[src/rtl/display_mode_controller.sv]
// Game-phase sequencer for the board display path: tracks idle/play/over/quit and
// produces registered HEX digit codes and the LEDR pattern (4'hF blanks a digit).
module display_mode_controller #(
    parameter int unsigned BLINK_CYCLES     = 25_000_000,
    parameter int unsigned FLASH_CYCLES     = 12_500_000,
    parameter int unsigned QUIT_HOLD_CYCLES = 50_000_000
) (
    input  logic       CLOCK_50,
    input  logic       reset,
    input  logic       userquit,
    input  logic       ingameOn,
    input  logic       gameOver,
    input  logic [3:0] mode,
    input  logic [6:0] score,
    input  logic [6:0] time_left,
    input  logic [3:0] lives,
    input  logic       match_pulse,
    output logic [3:0] hex0hldr,
    output logic [3:0] hex2hldr,
    output logic [3:0] hex3hldr,
    output logic [3:0] hex4hldr,
    output logic [3:0] hex5hldr,
    output logic [9:0] ledrhldr
);

    localparam int unsigned BlinkW = (BLINK_CYCLES > 1) ? $clog2(BLINK_CYCLES) : 1;
    localparam int unsigned FlashW = $clog2(FLASH_CYCLES + 1);
    localparam int unsigned HoldW  = (QUIT_HOLD_CYCLES > 1) ? $clog2(QUIT_HOLD_CYCLES) : 1;

    localparam logic [BlinkW-1:0] BlinkLast = BlinkW'(BLINK_CYCLES - 1);
    localparam logic [FlashW-1:0] FlashLoad = FlashW'(FLASH_CYCLES);
    localparam logic [HoldW-1:0]  HoldLoad  = HoldW'(QUIT_HOLD_CYCLES - 1);
    localparam logic [3:0]        Blank     = 4'hF;

    typedef enum logic [1:0] {StIdle, StPlay, StOver, StQuit} state_e;

    state_e              r_state;
    state_e              w_state_next;
    logic [HoldW-1:0]    r_hold,  w_hold_next;
    logic [FlashW-1:0]   r_flash, w_flash_next;
    logic [BlinkW-1:0]   r_blink, w_blink_next;
    logic                r_phase, w_phase_next;

    logic [6:0] w_score_sat, w_time_sat;
    logic [3:0] w_score_tens, w_score_ones, w_time_tens, w_time_ones;
    logic [3:0] w_lives_sat;
    logic [9:0] w_therm;
    logic [3:0] w_hex0, w_hex2, w_hex3, w_hex4, w_hex5;
    logic [9:0] w_ledr;

    // State, counters and registered outputs
    always_ff @(posedge CLOCK_50) begin
        if (reset) begin
            r_state  <= StIdle;
            r_hold   <= '0;
            r_flash  <= '0;
            r_blink  <= '0;
            r_phase  <= 1'b1;
            hex0hldr <= Blank;
            hex2hldr <= Blank;
            hex3hldr <= Blank;
            hex4hldr <= Blank;
            hex5hldr <= Blank;
            ledrhldr <= '0;
        end else begin
            r_state  <= w_state_next;
            r_hold   <= w_hold_next;
            r_flash  <= w_flash_next;
            r_blink  <= w_blink_next;
            r_phase  <= w_phase_next;
            hex0hldr <= w_hex0;
            hex2hldr <= w_hex2;
            hex3hldr <= w_hex3;
            hex4hldr <= w_hex4;
            hex5hldr <= w_hex5;
            ledrhldr <= w_ledr;
        end
    end

    always_comb begin
        w_state_next = r_state;
        case (r_state)
            StIdle: begin
                if (userquit)                   w_state_next = StQuit;
                else if (ingameOn && !gameOver) w_state_next = StPlay;
            end
            StPlay: begin
                if (userquit)       w_state_next = StQuit;
                else if (gameOver)  w_state_next = StOver;
                else if (!ingameOn) w_state_next = StIdle;
            end
            StOver: begin
                if (userquit)                    w_state_next = StQuit;
                else if (ingameOn && !gameOver)  w_state_next = StPlay;
                else if (!gameOver && !ingameOn) w_state_next = StIdle;
            end
            StQuit: begin
                if (r_hold == '0 && !userquit) w_state_next = StIdle;
            end
            default: w_state_next = StIdle;
        endcase
    end

    // Counters are keyed off the next state so outputs can reflect them immediately
    always_comb begin
        w_hold_next = r_hold;
        if (w_state_next == StQuit && r_state != StQuit) w_hold_next = HoldLoad;
        else if (r_state == StQuit && r_hold != '0)      w_hold_next = r_hold - 1'b1;

        if (w_state_next != StPlay)  w_flash_next = '0;
        else if (match_pulse)        w_flash_next = FlashLoad;
        else if (r_flash != '0)      w_flash_next = r_flash - 1'b1;
        else                         w_flash_next = '0;

        if (w_state_next != StOver || r_state != StOver) begin
            w_blink_next = '0;
            w_phase_next = 1'b1;
        end else if (r_blink == BlinkLast) begin
            w_blink_next = '0;
            w_phase_next = ~r_phase;
        end else begin
            w_blink_next = r_blink + 1'b1;
            w_phase_next = r_phase;
        end
    end

    always_comb begin
        w_score_sat  = (score > 7'd99) ? 7'd99 : score;
        w_time_sat   = (time_left > 7'd99) ? 7'd99 : time_left;
        w_score_tens = 4'(w_score_sat / 7'd10);
        w_score_ones = 4'(w_score_sat % 7'd10);
        w_time_tens  = 4'(w_time_sat / 7'd10);
        w_time_ones  = 4'(w_time_sat % 7'd10);
        w_lives_sat  = (lives > 4'd10) ? 4'd10 : lives;
        for (int i = 0; i < 10; i++) begin
            w_therm[i] = (4'(i) < w_lives_sat);
        end
    end

    always_comb begin
        w_hex0 = mode;
        w_hex2 = Blank;
        w_hex3 = Blank;
        w_hex4 = Blank;
        w_hex5 = Blank;
        w_ledr = '0;
        case (w_state_next)
            StPlay: begin
                w_hex3 = w_time_tens;
                w_hex2 = w_time_ones;
                w_hex5 = (w_score_tens == 4'd0) ? Blank : w_score_tens;
                w_hex4 = w_score_ones;
                w_ledr = (w_flash_next != '0) ? '1 : w_therm;
            end
            StOver: begin
                if (w_phase_next) begin
                    w_hex5 = (w_score_tens == 4'd0) ? Blank : w_score_tens;
                    w_hex4 = w_score_ones;
                end
            end
            StQuit:  w_hex0 = 4'hE;
            default: ;
        endcase
    end

endmodule
[config.mk]
export PLATFORM = sky130hd
export DESIGN_NAME = display_mode_controller
export DESIGN_NICKNAME = d
export VERILOG_FILES = /design/src/rtl/display_mode_controller.sv
export SDC_FILE = /design/constraint.sdc
export NUM_CORES = 1
export LEC_CHECK = 0
export BUFFER_PORTS_ARGS = -buffer_cell sky130_fd_sc_hd__buf_2
export CORE_MARGIN = 2
export CORE_UTILIZATION = 64
export DETAILED_ROUTE_END_ITERATION = 12
export GPL_TIMING_DRIVEN = 0
export HOLD_SLACK_MARGIN = 0.06
export PLACE_DENSITY = 0.93
export SLEW_MARGIN = 10
export SYNTH_ARGS = -nofsm -noshare
export SYNTH_HDL_FRONTEND = slang
export SYNTH_SLANG_ARGS = --single-unit
[constraint.sdc]
create_clock -name CLOCK_50 -period 9.9 [get_ports CLOCK_50]
set_input_delay 1.98 -clock CLOCK_50 [delete_from_list [all_inputs] [get_ports CLOCK_50]]
set_output_delay 1.98 -clock CLOCK_50 [all_outputs]
set_load 0.005 [all_outputs]
==> out/results.ini, run 1 <==
[synth]
synth.most_common_cell=dfxtp_1
synth_enable_flop_cells=0
synthTopCellsByArea=dfxtp_1, nor2_1, xor2_1, a21oi_1, xnor2_1
ys_ff_latch=108
yosysTopAreaCellShare_pct=39.1
synthTopCellsByCount=dfxtp_1, nor2_1, a21oi_1, nand2_1, xor2_1
syn-instance-count=674
async_flop_share_pct=0
synth_cell_type_count=61
syn_nets=714
synth_warnings=0
netlist_area_mm2=0.00552
avgSynthCellArea_um2=8.19
ys_seq_area_share_pct=39.1
synth_ff_type=dfxtp_1
synth_area_leader_cell=dfxtp_1

[flow_run]
cap_violations=0

[power]
pwr-share-clk_pct=25.1
p_int_mw=0.665
vdd_drop_max_uv=132
p_sw_share_pct=32.6
p_seq_share_pct=48.6
leakage_nw=2.42
p_per_area_mw_per_mm2=162
power.switching_mw=0.322
p_comb_share_pct=26.3

[clocking]
clock_latency_ps=370
cts-root-buf=clkbuf_8
cts-resized-gates=0
clock_path_buffers=2
cts_tree=built
cts-htree-levels=3
clk_pin_slew_ps=100
cts_setup_buffers=0
cts_made_buffers=9
numClockSinks=108
cts_hold_buf=0

[critical_path]
worstPathMaxFanout=10
cp-start-kind=primary input
critPathKind=primary input to register
crit_path_end_kind=register
critPathArrivalTime_ps=6310
required_ps=10200
worst-r2r-cell-count=13
reg2reg_slack_ps=5520

[place]
preCtsSetupSlack_ps=3630
dp_cells=835
gp_congestion=0.919
io_buffer_count=56
hpwl_um=9340
place_area_mm2=0.00593

[route]
vias=5107
ant_nets=0
via_per_inst=6.01
routed_wl_um=12600
drcViolationCount=0
firstDrtPassIters=5
first_iter_violations=302
routedWlPerCell_um=14.8

[finish]
area_delta_synth_final_pct=10.6
finalNetCount=781
nFillCells=636
final_util_pct=73.6
diodes=0
drive_gt1_share_pct=12.1
final_cells=850
finalInstanceArea_mm2=0.00611

[grt]
antenna_found_initial=0
overflow=0
grt_max_degree=18
grt_pass1_wl_um=21600
grtUsageTotal_pct=26.8
grt_pass1_vias=4844

[outcome]
status=finished, final reports clean

[hold_path]
hold_depth=1
hold_class=register to register

[floorplan]
fp-row-count=33
core_area_mm2=0.00830
die_h_um=96.9
fp.dieW_um=96.9
die_area_mm2=0.00939
io_pins=58
start_util_pct=66.5

[timing]
max_slew.worst_pin.slew_ps=837
rsz0062_at_grt=no
finClkSkew_ps=9.66
hold_viol=0
setup_slack_ps=3890
slew_headroom_pct=43.7
setup_viol=0
slew_viol_final=0
fmax_mhz=166
final.setup.tns_ps=0
finalCritPeriodShare_pct=60.7
fin_crit_ps=6010

[final cells by class]
| cell class | instances | area [um2] | share of cell area (%) |
|---|---|---|---|
| plain buffers | 29 | 115 | 1.88 |
| well taps | 105 | 131 | 2.15 |
| multi-input cells | 526 | 3200 | 52.5 |
| flip-flops and latches | 108 | 2160 | 35.4 |
| repair buffers | 56 | 280 | 4.59 |
| inverters | 11 | 41.3 | 0.676 |
| clock inverters | 4 | 32.5 | 0.533 |
| clock buffers | 11 | 141 | 2.31 |
[registers in the layout (all words and copies together), names as in the netlist, 2 cells and up]
signal / cells
hex0hldr: 4
hex2hldr: 4
hex3hldr: 4
hex4hldr: 4
hex5hldr: 4
ledrhldr: 10
r_blink: 25
r_flash: 24
r_hold: 26
r_state: 2
[critical path: stages]
cell and delay (ps):
buf_2 150, clkbuf_1 350, nand2_1 200, and2_1 210, ha_1 260, nand3_1 110, o21a_1 120, o21ai_0 70
ha_1 320, mux2i_1 80, or2_2 290, a21oi_1 440, nor3_1 180, nor2_1 140, a31o_2 130, ha_1 180
nor2_1 70, o2111a_1 130, a41oi_1 240, nand3_1 200, mux2_2 300, o21ai_0 130
[power groups by stage]
stage	combinational (mW)	sequential [mW]	clock [mW]
finish	0.260	0.480	0.247
global route	0.290	0.483	0.268
CTS	0.257	0.479	0.251
detailed placement	0.254	0.489	0
global placement	0.246	0.487	0
floorplan	0.191	0.486	0
[cell families (layout without fill, tap and decap cells)]
family                     Yosys count  after routing  share of synthesized area (%)
AOI/OAI and AO/OA                  138            138                           15.5
xor gates and xnor gates            65             65                           10.3
adders and majority gates           12             12                           2.72
buffers and inverters               40            111                           2.83
DFF                                108            108                           39.1
muxes                                6              6                           1.13
and+or+nand+nor                    305            305                           28.4
[final timing paths]
| check | start | end |
|---|---|---|
| worst max-delay path | score[6] | hex4hldr[2] |
| worst min-delay path | r_blink[0] | r_blink[0] |
| worst max register to register | r_hold[12] | r_flash[7] |
| worst min register to register | r_blink[0] | r_blink[0] |
[layout by cell type, fill, tap and decap left out, drive strengths merged, types with 4 or more instances in the layout]
master  count
o21a        5
xor2       40
nand3      15
a31oi       5
nand4b      5
a21o        5
ha         12
o31ai       5
inv        13
o211ai      4
mux2i       4
a21oi      59
or2         4
nor3b       4
or4        13
nor3       25
o21ai      28
and3       10
nor4b       4
dfxtp     108
nor2b       9
nand2b     10
nand2      57
nor4        9
nor2      103
or3        15
buf        60
xnor2      25
and2        7
clkbuf     36
a211oi      9
nand4       5
[metal layers]
| metal | share of wire (%) | vias to the layer above | track usage, % | routed length, um |
|---|---|---|---|---|
| met4 | 2.0 | 0 | 8.67 | 255 |
| met1 | 42 | 2395 | 33.4 | 5330 |
| met5 | 0 | - | 0 | 0 |
| met3 | 5.9 | 25 | 5.56 | 748 |
| met2 | 50 | 181 | 46.4 | 6270 |
| li1 | - | 2506 | - | - |
[per-stage QoR]
stage	power (mW)	hold slack (ps)
finish	0.987	472
global route	1.04	493
CTS	0.988	471
detailed placement	0.743	448
global placement	0.733	444
floorplan	0.678	426
Note: power is estimated with default switching activity, not from simulation.
==> run 2, diff against run 1 <==
--- a/config.mk
+++ b/config.mk
@@ -7,11 +7,11 @@
 export LEC_CHECK = 0
 export BUFFER_PORTS_ARGS = -buffer_cell sky130_fd_sc_hd__buf_2
 export CORE_MARGIN = 2
-export CORE_UTILIZATION = 64
+export CORE_UTILIZATION = 59
 export DETAILED_ROUTE_END_ITERATION = 12
 export GPL_TIMING_DRIVEN = 0
 export HOLD_SLACK_MARGIN = 0.06
-export PLACE_DENSITY = 0.93
+export PLACE_DENSITY = 0.87
 export SLEW_MARGIN = 10
 export SYNTH_ARGS = -nofsm -noshare
 export SYNTH_HDL_FRONTEND = slang
==> constraint.sdc (replaced) <==
create_clock -name CLOCK_50 -period 5.6 [get_ports CLOCK_50]
set_input_delay 1.12 -clock CLOCK_50 [delete_from_list [all_inputs] [get_ports CLOCK_50]]
set_output_delay 1.12 -clock CLOCK_50 [all_outputs]
set_load 0.005 [all_outputs]
==> run 2 against run 1 <==
Non-clock buffer count unchanged. Clock power grew 85%. Count of clock-buffer cells in the layout fell by 1. Clock skew grew 6.7 ps. Core utilization fell by 6.6 points. Sequential share of layout area down 0.15 points. Combinational power rose by 77%. Sequential power grew 76%. Power grew 79%. Largest cell class unchanged. Highest routed layer unchanged.
==> out/results.ini, run 2 (synthesis results as in run 1) <==
[outcome]
status=finished, final reports clean  ; unchanged

[grt]
grt_pass1_vias=4910  ; was 4844
grt_max_degree=20  ; was 18
antenna_found_initial=0  ; unchanged
grtUsageTotal_pct=25.7  ; was 26.8%
grt_pass1_wl_um=21400  ; was 21600 um
overflow=0  ; unchanged

[finish]
seqCellArea_mm2=0.00216  ; unchanged
multiInputGateArea_mm2=0.00321  ; was 0.00320 mm2
diodes=0  ; unchanged
drive_gt1_share_pct=12.3  ; was 12.1%
nFillCells=756  ; was 636
finalNetCount=781  ; unchanged
layout_common_cells=dfxtp_1, nor2_1, a21oi_1, nand2_1, buf_2  ; unchanged
largest_reg_flops=26  ; unchanged
largestRegisters=r_hold (26), r_blink (25), r_flash (24)  ; unchanged
area_delta_synth_final_pct=11.1  ; was 10.6%
layout_commonest_cell=dfxtp_1  ; unchanged
regMostFlops=r_hold  ; unchanged

[clocking]
clk_pin_slew_ps=100  ; about the same
cts_tree=built  ; unchanged
cts-htree-levels=3  ; unchanged
cts-resized-gates=0  ; unchanged
clock_latency_ps=390  ; was 370 ps
cts-root-buf=clkbuf_8  ; unchanged
numClockSinks=108  ; unchanged
cts_setup_buffers=0  ; unchanged
clock_path_buffers=2  ; unchanged
cts_made_buffers=9  ; unchanged
cts_hold_buf=0  ; unchanged

[route]
routedWlPerCell_um=14.5  ; was 14.8 um
first_iter_violations=307  ; was 302
drcViolationCount=0  ; unchanged
ant_nets=0  ; unchanged
topRoutingLayerUsed=met4  ; unchanged
wl_met2_um=6040  ; was 6270 um
wl_met3_um=739  ; was 748 um
routed_wl_um=12400  ; was 12600 um
vias=5035  ; was 5107
via_per_inst=5.88  ; was 6.01
firstDrtPassIters=5  ; unchanged
wl_met1_um=5310  ; was 5330 um

[place]
gp_congestion=0.957  ; was 0.919
preCtsSetupSlack_ps=140  ; was 3630 ps
io_buffer_count=56  ; unchanged
hpwl_um=9190  ; was 9340 um

[flow_run]
cap_violations=0  ; unchanged

[timing]
final.setup.tns_ps=0  ; unchanged
finClkSkew_ps=16.3  ; was 9.66 ps
setup_viol=0  ; unchanged
slew_headroom_pct=41.7  ; was 43.7%
slew_viol_final=0  ; unchanged
fin_crit_ps=5110
rsz0062_at_grt=no  ; unchanged
fmax_mhz=196
hold_viol=0  ; unchanged
finalCritPeriodShare_pct=91.2
hold_ws_ps=487  ; was 472 ps
max_slew.worst_pin.slew_ps=869  ; was 837 ps
setup_slack_ps=494  ; was 3890 ps

[floorplan]
die_h_um=101  ; was 96.9 um
fp.dieW_um=101  ; was 96.9 um
core_area_mm2=0.00915  ; was 0.00830 mm2
die_area_mm2=0.0102  ; was 0.00939 mm2
fp-row-count=35  ; was 33
start_util_pct=60.3  ; was 66.5%
io_pins=58  ; unchanged

[critical_path]
crit_path_end_kind=register  ; unchanged
crit_family=compound AO/OA/AOI/OAI gates  ; was simple AND/OR/NAND/NOR gates
cp-start-kind=primary input  ; unchanged
critPathArrivalTime_ps=5400  ; was 6310 ps
cp_slowest_cell=a21oi_1  ; unchanged
cp_cell_sequence=buf_2 -> clkbuf_1 -> nand2_1 -> and2_1 -> ha_1 -> nand3_1 -> o21a_1 -> o21ai_0 -> ha_1 -> mux2i_1 -> or2_2 -> a21oi_1 -> nor3_2 -> nor2_1 -> a31o_2 -> ha_1 -> nor2_1 -> o2111a_1 -> a41oi_1 -> nand3_1 -> mux2_2 -> o21ai_0  ; was buf_2 -> clkbuf_1 -> nand2_1 -> and2_1 -> ha_1 -> nand3_1 -> o21a_1 -> o21ai_0 -> ha_1 -> mux2i_1 -> or2_2 -> a21oi_1 -> nor3_1 -> nor2_1 -> a31o_2 -> ha_1 -> nor2_1 -> o2111a_1 -> a41oi_1 -> nand3_1 -> mux2_2 -> o21ai_0
required_ps=5900  ; was 10200 ps
slowest_delay_ps=480  ; was 440 ps
critPathKind=primary input to register  ; unchanged
worstPathMaxFanout=10  ; unchanged
cp_num_buf_inv=2  ; unchanged
crit_top_cell=ha_1  ; unchanged

[hold_path]
hold_class=register to register  ; unchanged

[power]
p_per_area_mw_per_mm2=288  ; was 162 mW/mm2
leakage_nw=2.42  ; about the same
power.total_mw=1.77  ; was 0.987 mW
vdd_drop_max_uv=191  ; was 132 uV

-- run 2: path summary, 6_finish.rpt --
kind	from	to	slack (ps)	cells past startpoint
max	score[6]	hex4hldr[2]	490	22
min	r_blink[0]	r_blink[0]	490	1
max reg2reg	r_hold[12]	hex4hldr[2]	1210	12
min reg2reg	r_blink[0]	r_blink[0]	490	1
-- run 2: cell type report --
type / instances / area share (%)
Buffer: 29 / 1.88
Clock buffer: 10 / 2.08
Clock inverter: 6 / 0.979
Inverter: 11 / 0.673
Multi-Input combinational cell: 526 / 52.3
Sequential cell: 108 / 35.2
Tap cell: 111 / 2.26
Timing Repair Buffer: 56 / 4.57
-- run 2: metal layers --
layer	global-route usage, %	up-vias
met4	9.59	0
met1	30.4	2332
met3	6.03	36
met2	45.2	159
met5	0	-
li1	-	2508
-- run 2: through the flow --
step / utilization [%] / cells / area, um2
2_1_floorplan: - / 674 / 5520
3_3_place_gp: 64.9 / 841 / 5940
3_5_place_dp: 64.9 / 841 / 5940
4_1_cts: 67.0 / 857 / 6130
5_1_grt: 67.0 / 857 / 6130
6_report: 67.0 / 857 / 6130
-- run 2: report_power, final --
group | total [mW] | internal, mW | switching (mW) | leakage [nW]
Combinational | 0.461 | 0.187 | 0.273 | 1.45
Sequential | 0.847 | 0.813 | 0.0339 | 0.883
Clock | 0.458 | 0.171 | 0.286 | 0.0878
Total | 1.77 | 1.17 | 0.593 | 2.42
==> run 3, diff against run 2 <==
--- a/config.mk
+++ b/config.mk
@@ -5,8 +5,8 @@
 export SDC_FILE = /design/constraint.sdc
 export NUM_CORES = 1
 export LEC_CHECK = 0
+export ABC_AREA = 1
 export BUFFER_PORTS_ARGS = -buffer_cell sky130_fd_sc_hd__buf_2
-export CORE_MARGIN = 2
 export CORE_UTILIZATION = 59
 export DETAILED_ROUTE_END_ITERATION = 12
 export GPL_TIMING_DRIVEN = 0
==> run 3 against run 2 <==
Combinational power is 7.6% higher. Sequential share of layout area is 2.0 points lower. First-iteration DRC count is 26% lower. Global-route usage is 0.093 points higher. Largest power group unchanged. Sequential cell count stayed put. Power is 3.5% higher. Synthesized cell count is 31% higher. Critical endpoint is now hex5hldr[3]. Wire length is 2.4% higher.
==> out/results.ini, run 3 <==
[outcome]
status=finished, final reports clean  ; unchanged

[route]
vias=5712  ; was 5035
firstDrtPassIters=5  ; unchanged
first_iter_violations=227  ; was 307
via_per_inst=5.25  ; was 5.88
routedWlPerCell_um=11.7  ; was 14.5 um
routed_wl_um=12700  ; was 12400 um
ant_nets=0  ; unchanged
drcViolationCount=0  ; unchanged

[grt]
overflow=0  ; unchanged
grt_max_degree=17  ; was 20
antenna_found_initial=0  ; unchanged
grt_use_met1_pct=31.6  ; was 30.4%
grt_pass1_wl_um=21400  ; about the same
grt_pass1_vias=4967  ; was 4910
grtUsageTotal_pct=25.8  ; was 25.7%
grt_use_met3_pct=4.62  ; was 6.03%
met2_usage_pct=45.5  ; was 45.2%
top_usage_layer=met2  ; unchanged

[finish]
final_cells=1087  ; was 857
diodes=0  ; unchanged
largestRegisters=r_hold (26), r_blink (25), r_flash (24)  ; unchanged
layout_common_cells=nand2_1, inv_1, nor2_1, dfxtp_1, nand3_1  ; was dfxtp_1, nor2_1, a21oi_1, nand2_1, buf_2
largest_reg_flops=26  ; unchanged
layout_commonest_cell=nand2_1  ; was dfxtp_1
finalNetCount=989  ; was 781
final_util_pct=67.1  ; was 67.0%
regMostFlops=r_hold  ; unchanged
nFillCells=891  ; was 756
drive_gt1_share_pct=11.8  ; was 12.3%
area_delta_synth_final_pct=10.9  ; was 11.1%

[synth]
synth.most_common_cell=nand2_1  ; was dfxtp_1
yosysTopAreaCellShare_pct=36.9  ; was 39.1%
synthTopCellsByCount=nand2_1, inv_1, nor2_1, dfxtp_1, nand3_1  ; was dfxtp_1, nor2_1, a21oi_1, nand2_1, xor2_1
syn_nets=924  ; was 714
async_flop_share_pct=0  ; unchanged
ys_seq_area_share_pct=36.9  ; was 39.1%
synthTopCellsByArea=dfxtp_1, nand2_1, inv_1, nor2_1, nand3_1  ; was dfxtp_1, nor2_1, xor2_1, a21oi_1, xnor2_1
synth_enable_flop_cells=0  ; unchanged
ys_ff_latch=108  ; unchanged
synth_area_leader_cell=dfxtp_1  ; unchanged
synth_cell_type_count=48  ; was 61
synth_warnings=0  ; unchanged
avgSynthCellArea_um2=6.63  ; was 8.19 um2
netlist_area_mm2=0.00586  ; was 0.00552 mm2
synth_ff_type=dfxtp_1  ; unchanged
syn-instance-count=884  ; was 674

[critical_path]
crit_path_end_kind=register  ; unchanged
cp-start-kind=primary input  ; unchanged
critPathArrivalTime_ps=3830  ; was 5400 ps
worstPathMaxFanout=6  ; was 10
crit_cells=29  ; was 22
critPathKind=primary input to register  ; unchanged
crit_top_cell=nand2_1  ; was ha_1
slowest_delay_ps=250  ; was 480 ps
cp_slowest_cell=o21ai_2  ; was a21oi_1
worst-r2r-cell-count=17  ; was 12
required_ps=5860  ; was 5900 ps
cp_num_buf_inv=6  ; was 2
crit_family=simple AND/OR/NAND/NOR gates  ; was compound AO/OA/AOI/OAI gates

[power]
leakage_nw=3.07  ; was 2.42 nW
p_seq_share_pct=46.1  ; was 48.0%
pwr-share-clk_pct=26.8  ; was 25.9%
p_int_mw=1.22  ; was 1.17 mW
power.switching_mw=0.607  ; was 0.593 mW
p_per_area_mw_per_mm2=281  ; was 288 mW/mm2
vdd_drop_max_uv=137  ; was 191 uV
p_sw_share_pct=33.2  ; was 33.6%
p_comb_share_pct=27.1  ; was 26.1%

[timing]
rsz0062_at_grt=no  ; unchanged
slew_viol_final=0  ; unchanged
final.setup.tns_ps=0  ; unchanged
finalCritPeriodShare_pct=63.8  ; was 91.2%
finClkSkew_ps=8.05  ; was 16.3 ps
hold_viol=0  ; unchanged
max_slew.worst_pin.slew_ps=881  ; was 869 ps
slew_headroom_pct=40.5  ; was 41.7%
fin_crit_ps=3570  ; was 5110 ps
hold_ws_ps=455  ; was 487 ps
setup_viol=0  ; unchanged
fmax_mhz=280  ; was 196 MHz

[place]
io_buffer_count=54  ; was 56
dp_cells=1071  ; was 841
hpwl_um=9640  ; was 9190 um
gp_congestion=0.878  ; was 0.957

[floorplan]
fp-row-count=36  ; was 35
die_h_um=102  ; was 101 um
core_area_mm2=0.00968  ; was 0.00915 mm2
die_area_mm2=0.0103  ; was 0.0102 mm2
io_pins=58  ; unchanged
start_util_pct=60.5  ; was 60.3%
fp.dieW_um=102  ; was 101 um

[clocking]
cts_hold_buf=0  ; unchanged
clock_latency_ps=370  ; was 390 ps
cts-root-buf=clkbuf_8  ; unchanged
cts_tree=built  ; unchanged
clk_pin_slew_ps=100  ; about the same
cts-resized-gates=0  ; unchanged
clock_path_buffers=2  ; unchanged
cts_made_buffers=9  ; unchanged
cts_setup_buffers=0  ; unchanged
cts-htree-levels=3  ; unchanged
numClockSinks=108  ; unchanged

[flow_run]
cap_violations=0  ; unchanged

[hold_path]
hold_depth=1  ; unchanged
hold_class=register to register  ; unchanged

run 3: cell count changes after synthesis, moves of 10 or more:
cell,previous run,this run
nand2_1,57,176
or4_1,13,1
nor3_1,25,36
o21ai_0,28,40
nand4_1,5,25
nand3_1,15,58
clkbuf_1,24,12
xnor2_1,25,3
xor2_1,40,8
nand2b_1,10,0
or3_1,15,0
inv_1,11,144
nor2_1,102,126
run 3: worst register-to-register path, delay by kind of cell, from the launching register on:
| kind | cells | cell delay, ps |
|---|---|---|
| simple gates | 6 | 1130 |
| flops | 1 | 350 |
| compound gates | 2 | 490 |
| buf+inv | 7 | 1030 |
| fa+ha+maj | 2 | 330 |
run 3: layer usage:
metal	up-vias	part of all wire [%]
li1	2989	-
met5	-	0
met2	122	49
met4	0	1.4
met1	2586	45
met3	15	4.4
run 3: cell families after synthesis:
| logic type | synth area share, % |
|---|---|
| XOR/XNOR | 1.64 |
| AND/OR/NAND/NOR | 35.8 |
| AO/OA/AOI/OAI | 12.4 |
| flip-flops | 36.9 |
| buffers and inverters | 10.7 |
| adder cells (fa/ha/maj) | 2.56 |
run 3: stage by stage:
step	setup WS (ps)	power (mW)	area, um2
detailed placement	1660	1.35	6290
CTS	2050	1.83	6500
global placement	1710	1.34	6290
global route	1620	1.94	6500
floorplan	2110	1.23	5860
finish	2030	1.83	6500
run 3: cell type report:
cell class | count | area [um2] | share of cell area (%)
plain buffers | 16 | 77.6 | 1.19
inverters | 146 | 548 | 8.43
flip-flops and latches | 108 | 2160 | 33.3
multi-input cells | 614 | 3070 | 47.3
clock buffers | 12 | 155 | 2.39
repair buffers | 54 | 270 | 4.16
well taps | 133 | 166 | 2.56
clock inverters | 4 | 47.5 | 0.732
run 3: path summary, 6_finish.rpt:
path | start | to | slack [ps]
setup reg to reg | r_hold[0] | ledrhldr[1] | 2180
setup / recovery | score[6] | hex5hldr[3] | 2030
hold reg to reg | r_blink[0] | r_blink[0] | 450
hold / removal | r_blink[0] | r_blink[0] | 450
run 3: power by group through the flow:
stage	Combinational, mW	Clock, mW	Sequential, mW
final	0.496	0.490	0.842
after global routing	0.566	0.524	0.848
after CTS	0.493	0.498	0.842
after detailed placement	0.488	0	0.859
after global placement	0.480	0	0.858
after floorplan	0.378	0	0.855
